File: src/rtl/sync_counter_n.sv
// Parametrised synchronous up/down counter with programmable modulus, load,
// clear, wrap/saturate mode, Gray mirror and terminal-count/wrap/overflow status.
module sync_counter_n #(
    parameter int WIDTH    = 3,
    parameter int MODULUS  = 8,
    parameter int SATURATE = 0
) (
    input  logic             clk,
    input  logic             rst,
    input  logic             en,
    input  logic             up,
    input  logic             clear,
    input  logic             load,
    input  logic [WIDTH-1:0] load_val,
    output logic [WIDTH-1:0] q,
    output logic [WIDTH-1:0] q_gray,
    output logic             tc,
    output logic             wrap,
    output logic             ovf
);

    // MODULUS may equal 2^WIDTH, so the top value is derived before truncation.
    localparam logic [WIDTH-1:0] MAX_VAL = WIDTH'(MODULUS - 1);
    localparam logic [WIDTH-1:0] ZERO    = WIDTH'(0);
    localparam logic [WIDTH-1:0] ONE     = WIDTH'(1);

    function automatic logic [WIDTH-1:0] to_gray(input logic [WIDTH-1:0] bin);
        return bin ^ (bin >> 1);
    endfunction

    logic [WIDTH-1:0] q_q, q_d;
    logic [WIDTH-1:0] q_gray_q, q_gray_d;
    logic             wrap_q, wrap_d;
    logic             ovf_q, ovf_d;
    logic             at_max_s, at_min_s;

    assign at_max_s = (q_q == MAX_VAL);
    assign at_min_s = (q_q == ZERO);

    // Terminal count stays combinational so a cascaded stage can use it as carry-in.
    assign tc = en & ((up & at_max_s) | (~up & at_min_s));

    // Next-state logic: clear > load > en.
    always_comb begin
        q_d    = q_q;
        wrap_d = 1'b0;
        ovf_d  = ovf_q;
        if (clear) begin
            q_d   = ZERO;
            ovf_d = 1'b0;
        end else if (load) begin
            if (load_val > MAX_VAL) begin
                q_d = MAX_VAL;
            end else begin
                q_d = load_val;
            end
        end else if (en) begin
            if (up) begin
                if (at_max_s) begin
                    ovf_d = 1'b1;
                    if (SATURATE != 0) begin
                        q_d = q_q;
                    end else begin
                        q_d    = ZERO;
                        wrap_d = 1'b1;
                    end
                end else begin
                    q_d = q_q + ONE;
                end
            end else begin
                if (at_min_s) begin
                    ovf_d = 1'b1;
                    if (SATURATE != 0) begin
                        q_d = q_q;
                    end else begin
                        q_d    = MAX_VAL;
                        wrap_d = 1'b1;
                    end
                end else begin
                    q_d = q_q - ONE;
                end
            end
        end else begin
            q_d = q_q;
        end
        q_gray_d = to_gray(q_d);
    end

    // State registers with synchronous reset.
    always_ff @(posedge clk) begin
        if (rst) begin
            q_q      <= ZERO;
            q_gray_q <= ZERO;
            wrap_q   <= 1'b0;
            ovf_q    <= 1'b0;
        end else begin
            q_q      <= q_d;
            q_gray_q <= q_gray_d;
            wrap_q   <= wrap_d;
            ovf_q    <= ovf_d;
        end
    end

    assign q      = q_q;
    assign q_gray = q_gray_q;
    assign wrap   = wrap_q;
    assign ovf    = ovf_q;

endmodule

File: config.mk
export PLATFORM = sky130hd
export DESIGN_NAME = sync_counter_n
export DESIGN_NICKNAME = d
export VERILOG_FILES = /design/src/rtl/sync_counter_n.sv
export SDC_FILE = /design/constraint.sdc
export NUM_CORES = 1
export LEC_CHECK = 0
export CAP_MARGIN = 10
export CORE_AREA = 2 2 39 41
export CTS_BUF_LIST = sky130_fd_sc_hd__clkbuf_4 sky130_fd_sc_hd__clkbuf_8
export CTS_CLUSTER_SIZE = 30
export DETAILED_ROUTE_END_ITERATION = 12
export DIE_AREA = 0 0 41 43
export MAX_ROUTING_LAYER = met4
export PLACE_DENSITY = 0.67
export SLEW_MARGIN = 10
export SYNTH_ARGS = -nofsm -noshare
export SYNTH_HDL_FRONTEND = slang
export SYNTH_SLANG_ARGS = --single-unit
File: constraint.sdc
create_clock -name clk -period 1.71 [get_ports clk]
set_input_delay 0.513 -clock clk [delete_from_list [all_inputs] [get_ports clk]]
set_output_delay 0.513 -clock clk [all_outputs]
set_load 0.01 [all_outputs]
==> impl_metrics.yaml, run 1 <==
outcome:
  status: "complete, but fails checks"
  violations: "negative setup slack"
sta:
  rsz0062_at_grt: "true"
  fin_crit_ns: 1.82
  skew_ns: 0.00608
  finalWorstSetupSlack_ns: -0.114
  finalSetupViolCount: 1
  slew_viol_final: 0
  slew_headroom_pct: 73.7
  max_freq_mhz: 548
  timing.final.crit_share_pct: 107
  worstMarginPinSlew_ns: 0.394
  finalHoldViolations: 0
yosys:
  synth-seq-cells: 7
  syn_inst: 48
  yosysSeqAreaShare_pct: 32.7
  avgSynthCellArea_um2: 8.91
  ys.warnings.count: 0
  yosysTopAreaCellShare_pct: 32.7
  ys_top_cells_by_area: "dfxtp_1, ha_1, inv_1"
  synth.largest_area_cell: "dfxtp_1"
  synth_fp_nets: 61
  syn_area_um2: 428
  synth.distinct_cells: 25
placed_design:
  portBuffers: 17
  dpl.hpwl_um: 851
  gp_congestion: 0.829
  placed_area_um2: 724
floorplanning:
  ioPinCount: 18
  fp.dieH_um: 43
  die_x_um: 41
  core_area_mm2: 0.00138
  die_area_mm2: 0.00176
  start_util_pct: 30.9
  row_count: 14
power_and_ir_drop:
  seqPwrFrac_pct: 34.6
  pwr-share-clk_pct: 32.7
  power_density_mw_per_mm2: 587
  combPwrFrac_pct: 32.7
  power_leakage_nw: 0.424
  internal-power_w: 0.000380
  ir_drop_uv: 408
  netSwitchingPower_w: 0.000140
  total_power_w: 0.000520
  swShare_pct: 26.9
worst_setup_path:
  cp.required_ns: 1.20
  critPathLaunchType: "register"
  arrival_ns: 1.31
  critPathKind: "register to primary output"
  critPathMaxFanout: 3
  worstSetupEndpointType: "primary output"
layout:
  final_layout_size_suffix_gt1_share_pct: 52.3
  area_delta_synth_final_pct: 107
  nNetsFinal: 102
  nFillCells: 100
  diodes: 0
  design_area_um2: 886
global_route:
  grt_pass1_wl_um: 1990
  overflow: 0
  antenna_found_initial: 0
  grt_usage_pct: 17.2
  grt_pass1_vias: 515
  grt_max_degree: 8
drt:
  firstDrtPassIters: 4
  ant_nets: 0
  drt_iter0_drc: 11
  routed_wl_um: 1240
  drcViolationCount: 0
  vias: 481
  wl_per_cell_um: 12.0
  via_per_inst: 4.63
cts:
  htree_levels: 1
  clock_path_buffers: 2
  root_buffer: "clkbuf_4"
  clkTransAtPathRegs_ns: 0.06
  cts_hold_buf: 0
  numCtsBuffers: 3
  clock_latency_ns: 0.26
  cts_tree: "built"
  clock_sinks: 7
worst_hold_path:
  hold_path.class: "register to register"
flow_run:
  drv_cap: 0
[registers in the layout (all words and copies together), names as in the netlist]
name / count
q_gray: 2
ovf: 1
wrap: 1
q: 3
[worst paths after layout]
| kind | start | end | slack [ns] | cells after the start |
|---|---|---|---|---|
| setup / recovery | q[0] | tc | -0.11 | 6 |
| hold / removal | ovf | ovf | 0.55 | 2 |
| setup reg to reg | q[0] | q[2] | 0.03 | 7 |
| hold reg to reg | ovf | ovf | 0.55 | 2 |
[routing by layer]
metal,wire length (um),track usage [%]
met5,0,-
met4,23,10.0
met3,44,1.57
met2,661,29.4
met1,515,17.7
[power groups by stage]
stage | Clock [W] | Sequential [W] | Combinational [W]
6_report | 0.000170 | 0.000180 | 0.000170
5_1_grt | 0.000188 | 0.000181 | 0.000185
4_1_cts | 0.000173 | 0.000180 | 0.000164
3_5_place_dp | 0 | 0.000182 | 0.000139
3_3_place_gp | 0 | 0.000182 | 0.000138
2_1_floorplan | 0 | 0.000187 | 0.0000485
[synthesized netlist by cell type]
cell / instances
ha_1: 4
nor3_1: 2
o41ai_1: 1
a31oi_1: 1
or2b_1: 1
or3_1: 1
or4_4: 1
o21ai_0: 2
a21oi_1: 3
inv_1: 7
nor2_1: 3
or3_2: 1
or2b_2: 1
a221oi_1: 1
nand2b_1: 1
buf_4: 1
nor4b_1: 1
mux2i_1: 2
o31ai_1: 1
a2111oi_2: 1
dfxtp_1: 7
nor3b_1: 1
xnor2_1: 1
and2_2: 2
nand2_1: 1
[cell families after synthesis]
logic type | share of synthesized area, %
adder cells (fa/ha/maj) | 11.7
flip-flops | 32.7
buffers and inverters | 7.90
AND/OR/NAND/NOR | 24.3
AO/OA/AOI/OAI | 16.7
XOR/XNOR | 2.05
multiplexers | 4.68
[final cells by class]
type | instances | area (um2) | share of cell area, %
inverter | 7 | 28.8 | 3.25
sequential | 7 | 149 | 16.8
tap | 16 | 20.0 | 2.26
timing repair buffer | 37 | 319 | 36.0
multi-input combinational | 33 | 339 | 38.3
clock buffer | 4 | 30.0 | 3.39
[stage by stage]
step           util [%]  TNS [ns]  hold slack [ns]  setup WS (ns)  cells
4_1_cts            62.1    -0.111            0.547         -0.111    104
3_3_place_gp       52.4     -2.47            0.519         -0.638     95
6_report           64.0    -0.114            0.549         -0.114    104
3_5_place_dp       52.4     -2.43            0.527         -0.655     95
2_1_floorplan         -         0            0.546         0.0507     48
5_1_grt            64.0    -0.184            0.593         -0.156    104
[timing repair]
action,in CTS,in global routing
setup endpoints to repair,8,5
pin swaps,9,4
resized for setup,35,4
setup buffers,6,2
cloned,0,0
[critical path, stage by stage (launching register included)]
cell and delay (ns):
dfxtp_4 0.36, ha_4 0.16, ha_4 0.16, nand2_2 0.06
o21ai_2 0.06, and2_4 0.14, buf_6 0.11
[cell usage in the layout, fill, tap and decap left out, types with 2 or more instances in the layout]
master           count
dfxtp_1              4
clkdlybuf4s50_1      8
a21oi_1              3
and2_4               2
dfxtp_4              2
dlygate4sd2_1        7
clkbuf_4             4
buf_6                2
nor2_1               3
ha_4                 3
inv_1                5
buf_4               19
mux2i_1              2
No activity file was read; power rests on OpenSTA's default activity.
==> run 2: changes to the inputs <==
--- a/config.mk
+++ b/config.mk
@@ -13,7 +13,6 @@
 export DIE_AREA = 0 0 41 43
 export MAX_ROUTING_LAYER = met4
 export PLACE_DENSITY = 0.67
-export SLEW_MARGIN = 10
 export SYNTH_ARGS = -nofsm -noshare
 export SYNTH_HDL_FRONTEND = slang
 export SYNTH_SLANG_ARGS = --single-unit
==> results of run 2 <==
Same layout as run 1: the final DEF is identical, and so are final timing and power.
